$ cat config.mk
export PLATFORM = sky130hd
export DESIGN_NAME = cmd_rcvr_flat
export DESIGN_NICKNAME = d
export VERILOG_FILES = /design/src/rtl/cmd_pkg.sv /design/src/rtl/cmd_rcvr_if.sv /design/src/rtl/uart_rx_byte.sv /design/src/rtl/cmd_rcvr.sv /design/src/flat_wrapper.sv
export SDC_FILE = /design/constraint.sdc
export NUM_CORES = 1
export LEC_CHECK = 0
export BUFFER_PORTS_ARGS = -buffer_cell sky130_fd_sc_hd__buf_2
export CORE_ASPECT_RATIO = 1.2
export CORE_MARGIN = 8
export CORE_UTILIZATION = 53
export DETAILED_ROUTE_END_ITERATION = 8
export PLACE_DENSITY = 0.77
export SYNTH_ARGS = -nofsm -noshare
export SYNTH_HDL_FRONTEND = slang
export SYNTH_SLANG_ARGS = --single-unit
$ cat constraint.sdc
create_clock -name clk -period 2.2 [get_ports clk]
set_clock_uncertainty 0.1 [all_clocks]
set_input_delay 0.33 -clock clk [delete_from_list [all_inputs] [get_ports clk]]
set_output_delay 0.33 -clock clk [all_outputs]
set_load 0.005 [all_outputs]
$ cat src/rtl/cmd_pkg.sv
// Shared types and host protocol constants for the Knight's Tour command receiver.
package cmd_pkg;

  typedef enum logic [1:0] {
    RX_IDLE,
    RX_START,
    RX_DATA,
    RX_STOP
  } rx_state_t;

  typedef enum logic {
    WAIT_HI,
    WAIT_LO
  } asm_state_t;

  typedef enum logic [7:0] {
    HOST_ACK        = 8'hA5,
    HOST_TOUR_START = 8'h5A
  } host_byte_t;

  // The opcode occupies cmd[15:12]; the rest is the operand.
  typedef struct packed {
    logic [3:0]  opcode;
    logic [11:0] operand;
  } cmd_t;

endpackage

$ cat src/rtl/cmd_rcvr_if.sv
// Serial line and command handshake between the host link, the receiver and the command processor.
interface cmd_rcvr_if;
  logic        RX;
  logic        clr_cmd_rdy;
  logic [15:0] cmd;
  logic        cmd_rdy;
  logic        frame_err;

  modport slave (
    input  RX,
    input  clr_cmd_rdy,
    output cmd,
    output cmd_rdy,
    output frame_err
  );

  modport master (
    output RX,
    output clr_cmd_rdy,
    input  cmd,
    input  cmd_rdy,
    input  frame_err
  );
endinterface

$ cat src/rtl/uart_rx_byte.sv
// 8N1 byte engine: two-flop RX synchronizer, mid-bit sampling, one-cycle result pulses.
module uart_rx_byte
  import cmd_pkg::*;
#(
  parameter int BAUD_DIV = 2604
) (
  input  logic       clk,
  input  logic       rst,
  input  logic       rx,
  output logic [7:0] rx_data,
  output logic       rx_rdy,
  output logic       start_ok,
  output logic       frame_err,
  output logic       busy
);

  localparam int CW = $clog2(BAUD_DIV);
  localparam logic [CW-1:0] HALF_M1 = CW'(BAUD_DIV / 2 - 1);
  localparam logic [CW-1:0] FULL_M1 = CW'(BAUD_DIV - 1);

  rx_state_t state, next_state;
  logic          rx_meta, rx_sync;
  logic [CW-1:0] baud_cnt;
  logic [3:0]    bit_cnt;
  logic [7:0]    shift_reg;
  logic          tick;
  logic          load_half, load_full, shift_en, byte_ok, byte_bad, accept;

  assign tick    = (baud_cnt == '0);
  assign busy    = (state != RX_IDLE);
  assign rx_data = shift_reg;

  always_ff @(posedge clk) begin
    if (rst) begin
      rx_meta <= 1'b1;
      rx_sync <= 1'b1;
    end else begin
      rx_meta <= rx;
      rx_sync <= rx_meta;
    end
  end

  always_ff @(posedge clk) begin
    if (rst) state <= RX_IDLE;
    else     state <= next_state;
  end

  always_comb begin
    next_state = state;
    case (state)
      RX_IDLE:  if (!rx_sync) next_state = RX_START;
      RX_START: if (tick) next_state = rx_sync ? RX_IDLE : RX_DATA;
      RX_DATA:  if (tick && bit_cnt == 4'd7) next_state = RX_STOP;
      RX_STOP:  if (tick) next_state = RX_IDLE;
      default:  next_state = RX_IDLE;
    endcase
  end

  // A high line at the start-bit sample is a glitch and is dropped silently.
  always_comb begin
    load_half = 1'b0;
    load_full = 1'b0;
    shift_en  = 1'b0;
    byte_ok   = 1'b0;
    byte_bad  = 1'b0;
    accept    = 1'b0;
    case (state)
      RX_IDLE:  load_half = !rx_sync;
      RX_START: begin
        accept    = tick && !rx_sync;
        load_full = tick && !rx_sync;
      end
      RX_DATA:  begin
        shift_en  = tick;
        load_full = tick;
      end
      RX_STOP:  begin
        byte_ok  = tick && rx_sync;
        byte_bad = tick && !rx_sync;
      end
      default: ;
    endcase
  end

  always_ff @(posedge clk) begin
    if (rst) begin
      baud_cnt  <= '0;
      bit_cnt   <= '0;
      shift_reg <= '0;
      rx_rdy    <= 1'b0;
      start_ok  <= 1'b0;
      frame_err <= 1'b0;
    end else begin
      rx_rdy    <= byte_ok;
      start_ok  <= accept;
      frame_err <= byte_bad;
      if (load_half)      baud_cnt <= HALF_M1;
      else if (load_full) baud_cnt <= FULL_M1;
      else if (!tick)     baud_cnt <= baud_cnt - 1'b1;
      if (accept)        bit_cnt <= '0;
      else if (shift_en) bit_cnt <= bit_cnt + 1'b1;
      if (shift_en) shift_reg <= {rx_sync, shift_reg[7:1]};
    end
  end

endmodule

$ cat src/rtl/cmd_rcvr.sv
// Command receiver: pairs bytes from the UART engine into 16-bit commands, high byte first.
module cmd_rcvr
  import cmd_pkg::*;
#(
  parameter int BAUD_DIV = 2604,
  parameter int TIMEOUT  = 1 << 20
) (
  input  logic       clk,
  input  logic       rst,
  cmd_rcvr_if.slave  bus
);

  localparam int TW = $clog2(TIMEOUT + 1);
  localparam logic [TW-1:0] TO_LAST = TW'(TIMEOUT - 1);

  asm_state_t state, next_state;
  logic [7:0]    rx_data;
  logic          rx_rdy, start_ok, rx_ferr, busy;
  logic [7:0]    hi_byte;
  logic [TW-1:0] to_cnt;
  logic          timed_out, latch_hi, assemble, clr_by_start;
  cmd_t          cmd_q;
  logic          cmd_rdy_q, ferr_q;

  uart_rx_byte #(.BAUD_DIV(BAUD_DIV)) u_rx (
    .clk       (clk),
    .rst       (rst),
    .rx        (bus.RX),
    .rx_data   (rx_data),
    .rx_rdy    (rx_rdy),
    .start_ok  (start_ok),
    .frame_err (rx_ferr),
    .busy      (busy)
  );

  assign timed_out = (state == WAIT_LO) && !busy && (to_cnt == TO_LAST);

  always_ff @(posedge clk) begin
    if (rst) state <= WAIT_HI;
    else     state <= next_state;
  end

  always_comb begin
    next_state = state;
    case (state)
      WAIT_HI: if (rx_rdy) next_state = WAIT_LO;
      WAIT_LO: if (rx_rdy || rx_ferr || timed_out) next_state = WAIT_HI;
      default: next_state = WAIT_HI;
    endcase
  end

  always_comb begin
    latch_hi     = 1'b0;
    assemble     = 1'b0;
    clr_by_start = 1'b0;
    case (state)
      WAIT_HI: begin
        latch_hi     = rx_rdy;
        clr_by_start = start_ok;
      end
      WAIT_LO: assemble = rx_rdy;
      default: ;
    endcase
  end

  // Assembly beats a same-cycle clear so a freshly completed command is never lost.
  always_ff @(posedge clk) begin
    if (rst) begin
      hi_byte   <= '0;
      to_cnt    <= '0;
      cmd_q     <= '0;
      cmd_rdy_q <= 1'b0;
      ferr_q    <= 1'b0;
    end else begin
      ferr_q <= rx_ferr;
      if (latch_hi) hi_byte <= rx_data;
      if (state != WAIT_LO || busy) to_cnt <= '0;
      else                          to_cnt <= to_cnt + 1'b1;
      if (assemble) begin
        cmd_q     <= cmd_t'({hi_byte, rx_data});
        cmd_rdy_q <= 1'b1;
      end else if (bus.clr_cmd_rdy || clr_by_start) begin
        cmd_rdy_q <= 1'b0;
      end
    end
  end

  assign bus.cmd       = cmd_q;
  assign bus.cmd_rdy   = cmd_rdy_q;
  assign bus.frame_err = ferr_q;

endmodule

$ cat src/flat_wrapper.sv
// flat-port wrapper written by rule: the top's interface ports become plain ports
module cmd_rcvr_flat import cmd_pkg::*;
#(
  parameter int BAUD_DIV = 2604,
  parameter int TIMEOUT  = 1 << 20
)
  (clk, rst, bus_RX, bus_clr_cmd_rdy, bus_cmd, bus_cmd_rdy, bus_frame_err);
  cmd_rcvr_if bus_i ();
  input  logic clk;
  input  logic rst;
  input wire logic [$bits(bus_i.RX)-1:0] bus_RX;
  input wire logic [$bits(bus_i.clr_cmd_rdy)-1:0] bus_clr_cmd_rdy;
  output wire logic [$bits(bus_i.cmd)-1:0] bus_cmd;
  output wire logic [$bits(bus_i.cmd_rdy)-1:0] bus_cmd_rdy;
  output wire logic [$bits(bus_i.frame_err)-1:0] bus_frame_err;
  assign bus_i.RX = bus_RX;
  assign bus_i.clr_cmd_rdy = bus_clr_cmd_rdy;
  assign bus_cmd = bus_i.cmd;
  assign bus_cmd_rdy = bus_i.cmd_rdy;
  assign bus_frame_err = bus_i.frame_err;
  cmd_rcvr #(.BAUD_DIV(BAUD_DIV), .TIMEOUT(TIMEOUT)) u_core (.clk(clk), .rst(rst), .bus(bus_i));
endmodule
==> impl_metrics.py <==
metrics = {
    "status": {
        "status": "complete, no violations",
    },
    "power_and_ir_drop": {
        "internal_power_w": 0.002349,
        "total_power_w": 0.003460,
        "switching_power_w": 0.001112,
        "clkPwrFrac_pct": 28.1,
        "ir_drop_mv": 0.7371,
        "power.share.combinational_pct": 23.6,
        "p_sw_share_pct": 32.12,
        "seq_power_share_pct": 48.2,
        "p_per_area_mw_per_mm2": 952.7,
        "p_leak_nw": 1.296,
    },
    "routing": {
        "vias_per_cell": 5.214,
        "ant_nets": 0,
        "drt-total-wl_um": 5934,
        "dr.pass1.iters": 4,
        "top_layer": "met4",
        "drt-wirelength-per-cell_um": 12.11,
        "dr.first_iter.drc_count": 132,
        "met1_length_um": 2887,
        "wl_met3_um": 267,
        "drc": 0,
        "vias": 2555,
        "wl_met2_um": 2646,
    },
    "critical_path": {
        "cp_data_required_time_ps": 2360,
        "path_cells": "inv_1, ha_1, nor3b_1, nand3_2, a222oi_1, buf_4, nor2_1, a211oi_1",
        "start_kind": "flip-flop",
        "slowest_delay_ps": 350,
        "path_max_fanout": 4,
        "cp-end-kind": "flip-flop",
        "reg2reg_depth": 8,
        "crit_slowest_cell": "a222oi_1",
        "cp.arrival_ps": 2220,
        "critPathKind": "reg2reg",
    },
    "sta": {
        "tightest_slew_ps": 652.2,
        "hold_viol": 0,
        "slew_headroom_pct": 56.43,
        "worst_hold_slack_ps": 60.96,
        "slew_violations": 0,
        "fmax_mhz": 485.0,
        "fin_ws_ps": 138.1,
        "min_period_ps": 2062,
        "fin_crit_sh_pct": 93.72,
        "setup_viol": 0,
    },
    "floorplan": {
        "ios": 22,
        "die_w_um": 87.49,
        "die_h_um": 101.8,
        "num_rows": 31,
        "die-area_mm2": 0.008906,
        "start_util_pct": 54.42,
        "core_area_mm2": 0.005973,
    },
    "synth": {
        "synth_edf_count": 0,
        "netlist_area_mm2": 0.003251,
        "yosys-top-cells-area": "dfxtp_1, nand2_1, a21oi_1",
        "synth_area_per_cell_um2": 8.554,
        "synth.net_count": 393,
        "synth_cell_types": 47,
        "ys_warn_count": 0,
        "synth-seq-cells": 79,
        "synth_top_flop_cell": "dfxtp_1",
        "yosys.area.top_type_share_pct": 48.65,
        "yosysTopAreaCell": "dfxtp_1",
        "synthArstFlopShare_pct": 0,
        "yosysSeqAreaShare_pct": 48.65,
        "synthCells": 380,
    },
    "global_routing": {
        "overflow": 0,
        "antenna_found_initial": 0,
        "track_usage_pct": 14.50,
        "grt_max_degree": 31,
        "grt_pass1_wl_um": 10280,
        "grt_pass1_vias": 2341,
    },
    "clock_network": {
        "cts_root_buffer": "clkbuf_8",
        "cts_max_level": 3,
        "clk_latency_ps": 350,
        "cts_buffers": 9,
        "cts_tree": "built",
        "clk_transition_reported_paths_ps": 80,
        "cts_buffer_depth": 2,
        "cts.sinks": 79,
    },
    "placement": {
        "dp_hpwl_um": 4049,
        "dp_cells": 473,
        "gp_congestion": 0.8403,
        "dp_slack_ps": 106.4,
        "place_area_mm2": 0.003437,
        "port_buffers": 21,
    },
    "min_path": {
        "hold_path_class": "in2reg",
        "min_path_cells": 2,
    },
    "final_layout": {
        "n_antenna_cell": 0,
        "fin_nets": 416,
        "syn_to_final_growth_pct": 11.74,
        "postLayoutCellArea_mm2": 0.003632,
        "layout-drive-gt1-share_pct": 14.22,
        "instances_no_fill": 490,
    },
    "run": {
        "cap_violations": 0,
    },
}
## kinds of logic after synthesis
| kind of cell | synth area share [%] |
|---|---|
| and+or+nand+nor | 28.06 |
| DFF | 48.65 |
| AOI/OAI and AO/OA | 10.08 |
| xor gates and xnor gates | 6.466 |
| buffers and inverters | 2.963 |
| adders and majority gates | 3.464 |
| muxes | 0.3079 |
## flip-flops by register name, summed over array words and instances, names as in the netlist, 4 cells and up, named ones only
signal / flops
u_core.bus.cmd: 16
u_core.hi_byte: 8
u_core.to_cnt: 21
u_core.u_rx.baud_cnt: 12
u_core.u_rx.bit_cnt: 4
u_core.u_rx.rx_data: 8
## repair_timing
action                     4_1_cts  5_1_grt
hold buffers                     0        0
gates resized for setup          0        1
setup endpoints to repair        0        3
buffers inserted                 0        1
## area by class of cell
class / instances / area [um^2]
clock buffers: 10 / 137.6
clock inverters: 6 / 45.04
fillers: 538 / 2341
inverters: 6 / 22.52
multi-input cells: 278 / 1578
flip-flops and latches: 79 / 1582
well taps: 82 / 102.6
repair buffers: 29 / 165.2
## synth_stat cells (2+ instances only)
| cell type | number |
|---|---|
| dfxtp_1 | 79 |
| nand2_1 | 68 |
| a21oi_1 | 44 |
| nor2_1 | 37 |
| nand3_1 | 21 |
| xor2_1 | 16 |
| clkbuf_1 | 11 |
| nor3_1 | 10 |
| ha_1 | 9 |
| xnor2_1 | 8 |
| inv_1 | 6 |
| nand3b_1 | 5 |
| nand4_1 | 5 |
| o21ai_0 | 5 |
| and3_1 | 4 |
| nand2b_1 | 4 |
| nor2b_1 | 4 |
| or2_2 | 4 |
| buf_1 | 3 |
| nor3b_1 | 3 |
| nor4_1 | 3 |
| a211oi_1 | 2 |
| and2_1 | 2 |
| and4_1 | 2 |
| nor4b_1 | 2 |
| or4_1 | 2 |
## through the flow
stage                     TNS, ps  util [%]
final                           0     60.81
after global routing       -76.25     60.81
after CTS                       0     60.60
after detailed placement        0     57.54
after global placement          0     57.54
after floorplan                 0         -
## worst paths after layout
check / from / slack, ps / endpoint
worst max-delay path: u_core.u_rx.baud_cnt[0]$_SDFFE_PP0P_ / 140 / u_core.u_rx.state[0]$_SDFFE_PP0P_
worst max register to register: u_core.u_rx.baud_cnt[0]$_SDFFE_PP0P_ / 140 / u_core.u_rx.state[0]$_SDFFE_PP0P_
worst min register to register: u_core.u_rx.rx_meta$_SDFF_PP1_ / 310 / u_core.u_rx.rx_sync$_SDFF_PP1_
worst min-delay path: bus_RX / 60 / u_core.u_rx.rx_meta$_SDFF_PP1_
## cell usage in the layout, fill, tap and decap left out, types with 2 or more instances in the layout
master	synthesis	layout
dfxtp_1	79	79
nand2_1	68	68
a21oi_1	44	44
nor2_1	37	37
nand3_1	21	21
buf_2	1	21
xor2_1	16	16
nor3_1	10	10
clkbuf_8	0	10
ha_1	9	9
xnor2_1	8	8
buf_4	0	8
inv_1	6	6
nand3b_1	5	5
o21ai_0	5	5
nand4_1	5	5
nor2b_1	4	4
nand2b_1	4	4
and3_1	4	4
or2_2	4	4
nor4_1	3	3
clkinvlp_4	0	3
and2_1	2	2
nor3b_1	3	2
or4_1	2	2
a211oi_1	2	2
nor4b_1	2	2
and4_1	2	2
## layer usage
layer	GRT usage, %	up-vias
li1	-	1345
met1	17.31	1162
met2	22.55	36
met3	3.653	12
met4	9.416	0
met5	0	-
## power groups by stage
| stage | logic, W | registers [W] | clock network, W |
|---|---|---|---|
| global placement | 0.000792 | 0.00170 | 0 |
| finish | 0.000817 | 0.00167 | 0.000974 |
| floorplan | 0.000706 | 0.00167 | 0 |
| detailed placement | 0.000803 | 0.00170 | 0 |
| global route | 0.000929 | 0.00169 | 0.00107 |
| CTS | 0.000810 | 0.00167 | 0.00101 |
## critical path, delay by kind of cell (launching register included)
family                   cells  cell delay [ps]
AND/OR/NAND/NOR              3              490
adder cells (fa/ha/maj)      1              210
flip-flops                   1              320
buffers and inverters        2              300
AO/OA/AOI/OAI                2              560
Note: power is estimated with default switching activity, not from simulation.
